--- config.mk ---
export PLATFORM = sky130hd
export DESIGN_NAME = muladd_load_sequencer
export DESIGN_NICKNAME = d
export VERILOG_FILES = /design/src/rtl/muladd_load_sequencer.sv
export SDC_FILE = /design/constraint.sdc
export NUM_CORES = 1
export LEC_CHECK = 0
export ABC_AREA = 1
export BUFFER_PORTS_ARGS = -buffer_cell sky130_fd_sc_hd__buf_2
export CAP_MARGIN = 40
export CORE_AREA = 4 4 88 90
export CTS_CLUSTER_SIZE = 14
export DETAILED_ROUTE_END_ITERATION = 10
export DIE_AREA = 0 0 92 94
export GPL_ROUTABILITY_DRIVEN = 0
export PLACE_DENSITY = 0.76
export SLEW_MARGIN = 40
export SYNTH_ARGS = -nofsm -noshare
export SYNTH_HDL_FRONTEND = slang
export SYNTH_SLANG_ARGS = --single-unit
--- constraint.sdc ---
create_clock -name clk_data -period 1.9 [get_ports clk_data]
set_clock_uncertainty 0.1 [all_clocks]
set_input_delay 0.095 -clock clk_data [delete_from_list [all_inputs] [get_ports clk_data]]
set_output_delay 0.095 -clock clk_data [all_outputs]
set_load 0.02 [all_outputs]
--- src/rtl/muladd_load_sequencer.sv ---
`default_nettype none
// +----------------------------------------------------------------------------+
// | Module      : muladd_load_sequencer                                        |
// | Description : Fetches the Input vector and N_LAYER weight matrices from    |
// |               the staging SRAM, two 16-bit elements per read, and replays  |
// |               them on the MulAdd_top load port in array beat order with    |
// |               GAP idle cycles between phases. start/busy/done/abort.       |
// | Revision    : 1.0 - initial release                                        |
// +----------------------------------------------------------------------------+
module muladd_load_sequencer #(
  parameter int N_LAYER = 8,
  parameter int GAP     = 24,
  parameter int AW      = 12
) (
  input  logic          clk_data,
  input  logic          rst_n,
  input  logic          start_i,
  input  logic          abort_i,
  output logic          busy_o,
  output logic          done_o,
  output logic          rd_en_o,
  output logic [AW-1:0] rd_addr_hi_o,
  output logic [AW-1:0] rd_addr_lo_o,
  input  logic [15:0]   rd_data_hi_i,
  input  logic [15:0]   rd_data_lo_i,
  output logic          load_en_o,
  output logic [31:0]   load_payload_o
);

  localparam int NW = (N_LAYER > 1) ? $clog2(N_LAYER) : 1;
  localparam int GW = $clog2(GAP + 1);

  typedef enum logic [2:0] {
    S_IDLE  = 3'd0,
    S_L0    = 3'd1,
    S_GAP   = 3'd2,
    S_LN    = 3'd3,
    S_FLUSH = 3'd4
  } state_t;

  state_t          state_q, state_d;
  logic [3:0]      beat_q, beat_d;     // beat i, 1..8 while issuing
  logic [4:0]      burst_q, burst_d;   // burst k
  logic [NW-1:0]   layer_q, layer_d;   // layer n, 0 during L0
  logic [GW-1:0]   gap_q, gap_d;       // gap / flush cycle count
  logic            done_q, done_d;
  logic            v1_q, v1_d;         // read issued last cycle, data on bus now
  logic            v2_q, v2_d;         // payload register holds a fresh beat
  logic [31:0]     payload_q, payload_d;

  logic            w_abort;
  logic            w_rd_en;
  logic [3:0]      w_two_i, w_high, w_low, w_col_hi, w_col_lo;
  logic [AW-1:0]   w_row_hi, w_row_lo, w_half, w_layer_base;
  logic [AW-1:0]   w_addr_hi, w_addr_lo;

  assign w_abort = abort_i && (state_q != S_IDLE);
  assign w_rd_en = (state_q == S_L0) || (state_q == S_LN);

  // Next-state and counter update; abort overrides any transition.
  always_comb begin
    state_d = state_q;
    beat_d  = beat_q;
    burst_d = burst_q;
    layer_d = layer_q;
    gap_d   = gap_q;
    done_d  = 1'b0;
    unique case (state_q)
      S_IDLE: begin
        if (start_i) begin
          state_d = S_L0;
          beat_d  = 4'd1;
          burst_d = '0;
          layer_d = '0;
          gap_d   = '0;
        end
      end
      S_L0: begin
        if (beat_q == 4'd8) begin
          beat_d = 4'd1;
          if (burst_q == 5'd31) begin
            state_d = S_GAP;
            burst_d = '0;
            gap_d   = '0;
          end else begin
            burst_d = burst_q + 5'd1;
          end
        end else begin
          beat_d = beat_q + 4'd1;
        end
      end
      S_GAP: begin
        if (gap_q == GW'(GAP - 1)) begin
          state_d = S_LN;
          gap_d   = '0;
          layer_d = layer_q + NW'(1);
          beat_d  = 4'd1;
          burst_d = '0;
        end else begin
          gap_d = gap_q + GW'(1);
        end
      end
      S_LN: begin
        if (beat_q == 4'd8) begin
          beat_d = 4'd1;
          if (burst_q == 5'd15) begin
            burst_d = '0;
            gap_d   = '0;
            if (layer_q == NW'(N_LAYER - 1)) begin
              state_d = S_FLUSH;
              beat_d  = '0;
            end else begin
              state_d = S_GAP;
            end
          end else begin
            burst_d = burst_q + 5'd1;
          end
        end else begin
          beat_d = beat_q + 4'd1;
        end
      end
      S_FLUSH: begin
        // Two cycles let the last beat drain through the read pipeline.
        if (gap_q == GW'(1)) begin
          state_d = S_IDLE;
          done_d  = 1'b1;
          gap_d   = '0;
          layer_d = '0;
        end else begin
          gap_d = gap_q + GW'(1);
        end
      end
      default: state_d = S_IDLE;
    endcase
    if (w_abort) begin
      state_d = S_IDLE;
      beat_d  = '0;
      burst_d = '0;
      layer_d = '0;
      gap_d   = '0;
      done_d  = 1'b0;
    end
  end

  // Element address generation from (layer, burst, beat).
  always_comb begin
    w_two_i      = {beat_q[2:0], 1'b0};              // 2i mod 16
    w_high       = burst_q[3:0] + w_two_i - 4'd2;
    w_low        = burst_q[3:0] + w_two_i - 4'd1;
    w_col_hi     = ~w_high;                          // 15 - high
    w_col_lo     = ~w_low;
    w_row_hi     = AW'(17) - AW'({beat_q, 1'b0});
    w_row_lo     = AW'(16) - AW'({beat_q, 1'b0});
    w_half       = AW'(burst_q[4:1]);                // r or c in L0
    w_layer_base = (AW'(layer_q) + AW'(1)) << 8;     // 256 + 256*n
    w_addr_hi    = '0;
    w_addr_lo    = '0;
    if (state_q == S_L0) begin
      if (!burst_q[0]) begin
        w_addr_hi = (w_half << 4) + w_row_hi;
        w_addr_lo = (w_half << 4) + w_row_lo;
      end else begin
        w_addr_hi = w_layer_base + (w_row_hi << 4) + w_half;
        w_addr_lo = w_layer_base + (w_row_lo << 4) + w_half;
      end
    end else if (state_q == S_LN) begin
      w_addr_hi = w_layer_base + (w_row_hi << 4) + AW'(w_col_hi);
      w_addr_lo = w_layer_base + (w_row_lo << 4) + AW'(w_col_lo);
    end
  end

  // Read pipeline: strobe -> data return -> payload register.
  always_comb begin
    v1_d      = w_rd_en && !w_abort;
    v2_d      = v1_q && !w_abort;
    payload_d = (v1_q && !w_abort) ? {rd_data_hi_i, rd_data_lo_i} : payload_q;
  end

  // State, counter and pipeline registers.
  always_ff @(posedge clk_data) begin
    if (!rst_n) begin
      state_q   <= S_IDLE;
      beat_q    <= '0;
      burst_q   <= '0;
      layer_q   <= '0;
      gap_q     <= '0;
      done_q    <= 1'b0;
      v1_q      <= 1'b0;
      v2_q      <= 1'b0;
      payload_q <= '0;
    end else begin
      state_q   <= state_d;
      beat_q    <= beat_d;
      burst_q   <= burst_d;
      layer_q   <= layer_d;
      gap_q     <= gap_d;
      done_q    <= done_d;
      v1_q      <= v1_d;
      v2_q      <= v2_d;
      payload_q <= payload_d;
    end
  end

  assign busy_o         = (state_q != S_IDLE);
  assign done_o         = done_q;
  assign rd_en_o        = w_rd_en;
  assign rd_addr_hi_o   = w_addr_hi;
  assign rd_addr_lo_o   = w_addr_lo;
  assign load_en_o      = v2_q;
  assign load_payload_o = payload_q;

endmodule
`default_nettype wire

==> results of run 1 <==
-- cells by family after synthesis --
family | Yosys count | share of synthesized area, %
adders and majority gates | 20 | 8.01
DFF | 55 | 34.2
buffers and inverters | 72 | 9.88
and+or+nand+nor | 226 | 31.3
xor gates and xnor gates | 9 | 2.45
AOI/OAI and AO/OA | 83 | 14.1
-- registers in the layout (all words and copies together), names as in the netlist --
name,cells
load_payload_o,32
burst_q,5
state_q,3
beat_q,4
v1_q,1
done_o,1
load_en_o,1
gap_q,5
layer_q,3
-- routing by layer --
metal | track usage (%) | up-vias
met1 | 24.5 | 1749
li1 | - | 1819
met4 | 10.0 | 0
met2 | 42.9 | 151
met5 | 0 | -
met3 | 3.77 | 34
-- final timing paths --
path	from	to	slack (ns)	depth (start not counted)
worst max register to register	burst_q[1]	gap_q[2]	-0.13	12
worst min-delay path	rst_n	state_q[1]	0.07	3
worst min register to register	load_payload_o[14]	load_payload_o[14]	0.39	2
worst max-delay path	beat_q[0]	rd_addr_lo_o[3]	-0.43	9
-- critical path, cell delays in order, from the launching register on --
cell and delay (ns):
dfxtp_4 0.39, ha_4 0.13, inv_2 0.03, fa_2 0.55, ha_2 0.18, inv_2 0.04
a21oi_2 0.12, xor2_1 0.19, o21ai_2 0.07, buf_6 0.14
-- report_power, final --
| part | internal, mW | switching [mW] |
|---|---|---|
| logic | 1.33 | 2.04 |
| clock network | 0.265 | 0.376 |
| registers | 1.38 | 0.181 |
-- cell usage in the layout (no fill, tap or decap), types with 4 or more instances in the layout --
cell type | synthesis | layout
a21oi_1 | 16 | 9
a21oi_2 | 1 | 7
buf_2 | 6 | 76
buf_4 | 10 | 44
buf_6 | 0 | 23
clkbuf_8 | 0 | 5
dfxtp_1 | 55 | 46
dfxtp_2 | 0 | 4
dfxtp_4 | 0 | 5
dlygate4sd3_1 | 0 | 32
ha_1 | 19 | 5
ha_2 | 0 | 6
ha_4 | 0 | 8
inv_1 | 46 | 29
inv_2 | 3 | 13
inv_4 | 1 | 6
nand2_1 | 81 | 63
nand2_2 | 5 | 22
nand3_1 | 27 | 16
nand3_2 | 2 | 11
nand3b_1 | 4 | 4
nand4_1 | 6 | 6
nor2_1 | 87 | 81
nor2_2 | 3 | 4
nor2_4 | 3 | 8
o21ai_0 | 52 | 46
o21ai_1 | 3 | 4
xor2_1 | 5 | 4
-- layout make-up --
type	instances	share of cell area, %
clock buffer	6	1.42
timing repair buffer	178	26.5
sequential	55	22.1
multi-input combinational	338	43.1
clock inverter	2	0.344
tap	99	2.43
inverter	50	4.12
-- through the flow --
| stage | TNS (ns) | hold WS (ns) | worst slack (ns) |
|---|---|---|---|
| floorplan | -0.0981 | 0.131 | -0.0388 |
| detailed placement | -0.396 | 0.250 | -0.164 |
| global route | -8.23 | 0.0981 | -0.554 |
| CTS | -4.65 | 0.0680 | -0.440 |
| global placement | -0.0764 | 0.242 | -0.0764 |
| finish | -5.61 | 0.0743 | -0.434 |
-- repair_timing --
| item | in CTS | in global routing |
|---|---|---|
| pin swaps | 32 | 20 |
| setup buffers | 7 | 11 |
| gates resized for setup | 75 | 63 |
| endpoints found under the hold margin | 32 | 0 |
| hold buffers | 32 | 0 |
| setup endpoints to repair | 30 | 32 |
==> qor.yml, run 1 <==
drive_gt1_share_pct: 42.9
clk_pin_slew_ns: 0.09
grt_use_total_pct: 22.6
nNetsFinal: 684
yosys_most_used_dff: "dfxtp_1"
synth_seq_cells: 55
fin_ws_ns: -0.434
synth_top_area_cell: "dfxtp_1"
grt_pass1_vias: 3526
ir_worst_vdd_uv: 696
antenna_found_initial: 0
diodes: 0
wl_per_cell_um: 14.5
seq_area_sq_mm: 0.00112
routed-wl-met3_um: 638
synth_common_cells: "nor2_1 (87), nand2_1 (81), dfxtp_1 (55), o21ai_0 (52), inv_1 (46)"
slew_violations: 0
drc: 0
htreeDepth: 2
clock-sinks: 55
synth.avg_cell_area_sq_um: 6.92
io_buffers: 95
p_total_mw: 5.57
fin_area_sq_mm: 0.00510
vias: 3753
status: "finished with violations"
area_growth_pct: 58.4
fill_cells: 509
syn-cell-area_sq_mm: 0.00322
required_ns: 1.70
fin_crit_sh_pct: 123
dr_wl_met2_um: 5700
gr-total-overflow: 0
violations: "negative setup slack"
final_util_pct: 72.2
dp_hpwl_um: 6700
die_h_um: 94
period_minus_slack_ns: 2.33
cp-end-kind: "output port"
ant_nets: 0
tritoncts: "yes"
crit_fanout: 3
p_per_area_mw_per_mm2: 1090
synth-edff-count: 0
die-area_sq_mm: 0.00865
core-area_sq_mm: 0.00706
synthCells: 465
min_path_type: "input port to flop"
multi_input_area_sq_mm: 0.00220
synthArstFlopShare_pct: 0
grt_pass1_wl_um: 15900
synth.most_common_cell: "nor2_1"
post_dp_cell_area_sq_mm: 0.00406
finalNonFillerCells: 728
cts_made_buffers: 5
routed_wirelength_um: 10500
cp.arrival_ns: 2.14
placed_cells: 672
via_per_inst: 5.16
row_count: 31
die_w_um: 92
clk_latency_ns: 0.31
synth_cell_type_count: 39
synth_top_cell_area_share_pct: 34.2
yosysWarnings: 0
cp-start-kind: "flop"
tightest_slew_ns: 0.510
rsz0062_at_grt: "true"
synth_fp_nets: 521
finalHoldViolations: 0
relSlewSlack_pct: 65.8
boundaryPins: 96
synth_area_leaders: "dfxtp_1 (34%), nor2_1 (10%), nand2_1 (9.5%)"
max_freq_ghz: 0.428
clock-root-buffer: "clkbuf_8"
drt-initial-drc-count: 202
drt-pass1-iter-count: 4
start_util_pct: 45.6
cts_buffer_depth: 2
grt_max_degree: 34
path_class: "flop to output port"
routedLengthMet1_um: 3820
setup_viol: 28
drv_cap: 0
cellLeakagePower_nw: 2.36
top_layer_used: "met4"
seq_area_frac_synth_pct: 34.2
No activity file was read; power rests on OpenSTA's default activity.
==> run 2: changes to the inputs <==
- CORE_AREA: 4 4 88 90 -> 4 4 98 81
- DIE_AREA: 0 0 92 94 -> 0 0 102 85
==> qor.yml, run 2 (synthesis gave the netlist of run 1 again) <==
status: "finished with violations"
violations: "negative setup slack"
drt-pass1-iter-count: 5
tightest_slew_ns: 0.516
cp-end-kind: "output port"
row_count: 27
path_class: "flop to output port"
max_freq_ghz: 0.415
drt-initial-drc-count: 384
drc: 0
crit_fanout: 3
grt_pass1_wl_um: 17500
finalHoldViolations: 0
io_buffers: 95
ant_nets: 0
drv_cap: 0
tritoncts: "yes"
nNetsFinal: 681
clock-root-buffer: "clkbuf_8"
vias: 3944
grt_max_degree: 34
fin_ws_ns: -0.509
die_w_um: 102
clock-sinks: 55
die_h_um: 85
routed_wirelength_um: 11900
core-area_sq_mm: 0.00689
cts_buffer_depth: 2
boundaryPins: 96
cp.arrival_ns: 2.21
final_util_pct: 73.7
dp_slack_ns: -0.143
clk_latency_ns: 0.32
finalNonFillerCells: 713
largest_reg_flops: 32
wl_per_cell_um: 16.8
worst_path_most_repeated_cell: "inv_2"
slew_violations: 0
slowest_delay_ns: 0.56
dp_hpwl_um: 7020
final_cell_mix: "nor2_1 (82), buf_2 (73), nand2_1 (64), buf_4 (48)"
setup_viol: 31
relSlewSlack_pct: 65.6
gr-total-overflow: 0
die-area_sq_mm: 0.00867
ir_worst_vdd_uv: 583
fin_crit_sh_pct: 127
placed_cells: 660
start_util_pct: 46.7
rsz0062_at_grt: "true"
cp_slowest_cell: "fa_2"
required_ns: 1.70
htreeDepth: 2
min_path_type: "input port to flop"
cts_made_buffers: 5
grt_pass1_vias: 3656
hold_path_depth: 3
final_common_cell: "nor2_1"
diodes: 0
period_minus_slack_ns: 2.41
cellLeakagePower_nw: 2.39
path_cells: "ha_4 -> inv_2 -> fa_2 -> ha_2 -> inv_2 -> a21oi_2 -> xor2_1 -> o21ai_2 -> buf_6"
area_growth_pct: 57.8
drive_gt1_share_pct: 42.7
grt_use_total_pct: 24.9
p_per_area_mw_per_mm2: 1130
clk_pin_slew_ns: 0.11
via_per_inst: 5.53
ff2ff_path_depth: 13
cp-start-kind: "flop"
antenna_found_initial: 0
[run 2: cell count changes in the layout (fill, tap and decap cells not counted), moves of 2 or more]
cell and delta:
buf_2 -3, o21ai_1 -2, buf_6 -2, buf_12 -2
nand2_2 -5, ha_2 -4, nand3_4 +2, o21ai_2 +3
nand2_4 +4, buf_4 +4, ha_1 +4
[run 2: metal layers]
metal / GRT usage, % / vias to the layer above / wire length, um
li1: - / 1808 / -
met1: 31.1 / 1823 / 4490
met2: 41.6 / 239 / 5850
met3: 4.93 / 74 / 987
met4: 10.7 / 0 / 616
met5: 0 / - / 0
[run 2: per-stage QoR]
stage	TNS [ns]	power (mW)	cell area, sq um	hold slack, ns
4_1_cts	-5.09	5.28	4810	0.0700
6_report	-7.09	5.71	5080	0.0913
5_1_grt	-9.84	6.06	5080	0.0960
2_1_floorplan	-0.0981	3.36	3330	0.131
3_5_place_dp	-0.963	4.19	4050	0.251
3_3_place_gp	-0.221	4.11	4050	0.243
[run 2: layout make-up]
cell class	count	area (sq um)
timing repair buffer	175	1300
inverter	50	209
clock inverter	3	33.8
multi-input combinational	338	2230
fill	459	1810
sequential	55	1120
clock buffer	5	68.8
tap	87	109
[run 2: worst paths after layout]
path                           start            endpoint  slack [ns]
hold reg to reg   load_payload_o[21]  load_payload_o[21]        0.39
setup reg to reg          burst_q[1]          burst_q[1]       -0.12
hold / removal                 rst_n          burst_q[2]        0.09
setup / recovery           beat_q[0]     rd_addr_lo_o[3]       -0.51
[run 2: report_power, final]
| part | internal [mW] | total (mW) | switching [mW] |
|---|---|---|---|
| sequential | 1.37 | 1.54 | 0.172 |
| combinational | 1.31 | 3.45 | 2.14 |
| clock | 0.278 | 0.720 | 0.442 |
| total | 2.96 | 5.71 | 2.76 |
[run 2: timing repair]
| action | CTS | global route |
|---|---|---|
| pin swaps | 32 | 21 |
| resized for setup | 91 | 50 |
| hold endpoints to repair | 32 | 0 |
| endpoints found under the setup margin | 32 | 35 |
| cloned | 0 | 0 |
| hold buffers | 32 | 0 |
| setup buffers | 6 | 9 |
[run 2: critical path: cells and delay by family, from the launching register on]
family	cells	cell delay, ns
AO/OA/AOI/OAI	2	0.19
XOR/XNOR	1	0.19
adder cells (fa/ha/maj)	3	0.89
buffers and inverters	3	0.22
flip-flops	1	0.39
==> run 3: changes to the inputs <==
- BUFFER_PORTS_ARGS: -buffer_cell sky130_fd_sc_hd__buf_2 -> not set
- CORE_AREA: 4 4 98 81 -> 4 4 89 75
- DIE_AREA: 0 0 102 85 -> 0 0 93 79
- DONT_BUFFER_PORTS: not set -> 1
- PLACE_DENSITY: 0.76 -> not set
- PLACE_DENSITY_LB_ADDON: not set -> 0.08
==> qor.yml, run 3 (synthesis gave the netlist of run 1 again) <==
via_per_inst: 5.53
setup_viol: 22
p_total_mw: 5.56
cellLeakagePower_nw: 1.96
drive_gt1_share_pct: 31.2
grt_pass1_wl_um: 16200
die_w_um: 93
vias: 3448
clock-sinks: 55
path_class: "flop to output port"
final_cell_mix: "nor2_1 (83), nand2_1 (64), dfxtp_1 (47), o21ai_0 (45), buf_4 (44)"
tritoncts: "yes"
p_per_area_mw_per_mm2: 1200
placed_cells: 567
cp.arrival_ns: 2.13
core-area_sq_mm: 0.00576
largest_reg_flops: 32
final_util_pct: 80.2
grt_use_total_pct: 27.2
violations: "negative setup slack"
cp_top_family: "adder cells"
start_util_pct: 55.9
drt-pass1-iter-count: 5
rsz0062_at_grt: "true"
tightest_slew_ns: 0.509
clk_pin_slew_ns: 0.11
multi_input_area_sq_mm: 0.00220
dp_hpwl_um: 6470
row_count: 25
relSlewSlack_pct: 66.0
setup.worst_path.end: "rd_addr_lo_o[3]"
fin_crit_sh_pct: 122
r2r_setup_slack_ns: -0.01
cts_made_buffers: 5
slowest_delay_ns: 0.63
antenna_found_initial: 0
cts_buffer_depth: 2
min_path_type: "input port to flop"
area_growth_pct: 43.6
cp-start-kind: "flop"
finalHoldViolations: 0
drc: 0
gr-total-overflow: 0
fin_ws_ns: -0.425
ff2ff_path_depth: 11
path_cells: "inv_4 -> buf_6 -> fa_2 -> ha_1 -> a21oi_2 -> xor2_1 -> o21ai_2"
routed_wirelength_um: 10300
period_minus_slack_ns: 2.32
drt-initial-drc-count: 274
fill_cells: 403
final_common_cell: "nor2_1"
cp_slowest_cell: "fa_2"
wl_per_cell_um: 16.5
crit_buf_inv: 2
max_freq_ghz: 0.430
nNetsFinal: 597
required_ns: 1.70
cp-end-kind: "output port"
r2r_start: "burst_q[1]"
grt_max_degree: 35
htreeDepth: 2
critPathLaunch: "beat_q[1]"
ant_nets: 0
io_buffers: 0
status: "finished with violations"
fin_setup_tns_ns: -5.55
seq_area_sq_mm: 0.00112
reg2reg_to: "gap_q[1]"
crit_fanout: 3
die-area_sq_mm: 0.00735
die_h_um: 79
finalNonFillerCells: 624
clk_latency_ns: 0.31
drv_cap: 0
cp_num_cells: 7
grt_pass1_vias: 3403
clock-root-buffer: "clkbuf_8"
ir_worst_vdd_uv: 795
slew_violations: 0
boundaryPins: 96
-- run 3: cell types whose count changed in the layout (fill, tap and decap cells not counted), moves of 2 or more --
cell | previous run | this run
buf_12 | 1 | 6
buf_4 | 48 | 44
inv_2 | 12 | 10
nand3_1 | 15 | 19
nand3_2 | 10 | 6
o21ai_1 | 2 | 4
inv_4 | 7 | 9
o21ai_2 | 6 | 4
a21oi_1 | 9 | 13
buf_2 | 73 | 1
dfxtp_4 | 5 | 3
buf_6 | 21 | 6
a21oi_2 | 7 | 2
-- run 3: worst min path at each step --
stage          startpoint            endpoint  slack [ns]  cells past startpoint
2_1_floorplan       rst_n  load_payload_o[12]        0.13                      2
3_3_place_gp        rst_n           load_en_o        0.12                      2
3_5_place_dp        rst_n           load_en_o        0.12                      2
4_1_cts           start_i          layer_q[0]        0.13                      4
5_1_grt           start_i          layer_q[0]        0.18                      4
6_report            rst_n           load_en_o        0.13                      3
-- run 3: routing by layer --
| metal | GRT usage [%] | vias to the layer above | wire, um |
|---|---|---|---|
| met5 | 0 | - | 0 |
| met1 | 34.2 | 1630 | 4320 |
| li1 | - | 1650 | - |
| met4 | 8.05 | 0 | 260 |
| met3 | 7.10 | 30 | 685 |
| met2 | 46.0 | 138 | 5020 |
-- run 3: final cells by class --
cell class	count	share of cell area, %
timing repair buffer	91	18.8
multi-input combinational	338	47.7
clock buffer	5	1.49
clock inverter	3	0.975
tap	81	2.19
antenna	1	0.0542
inverter	50	4.58
sequential	55	24.2
-- run 3: repair_timing --
action                                  4_1_cts  5_1_grt
hold endpoints to repair                     35        0
pin swaps                                    16       23
resized for setup                            31       65
buffers inserted                              5       11
endpoints found under the setup margin       25       38
hold buffers                                 34        0
-- run 3: stage by stage --
| stage | hold slack (ns) | worst slack (ns) | area, sq um |
|---|---|---|---|
| 2_1_floorplan | 0.131 | -0.0388 | 3330 |
| 3_3_place_gp | 0.119 | -0.0622 | 3680 |
| 3_5_place_dp | 0.119 | -0.0915 | 3680 |
| 4_1_cts | 0.126 | -0.413 | 4280 |
| 5_1_grt | 0.179 | -0.496 | 4620 |
| 6_report | 0.133 | -0.425 | 4620 |
-- run 3: tightest hold or removal path, cell delays in order --
cell    delay [ns]
buf_2         0.26
inv_1         0.10
nor2_1        0.05
-- run 3: where the power goes --
part	internal, mW	switching (mW)
clock network	0.399	0.400
logic	1.20	1.85
registers	1.36	0.354
total	2.96	2.60
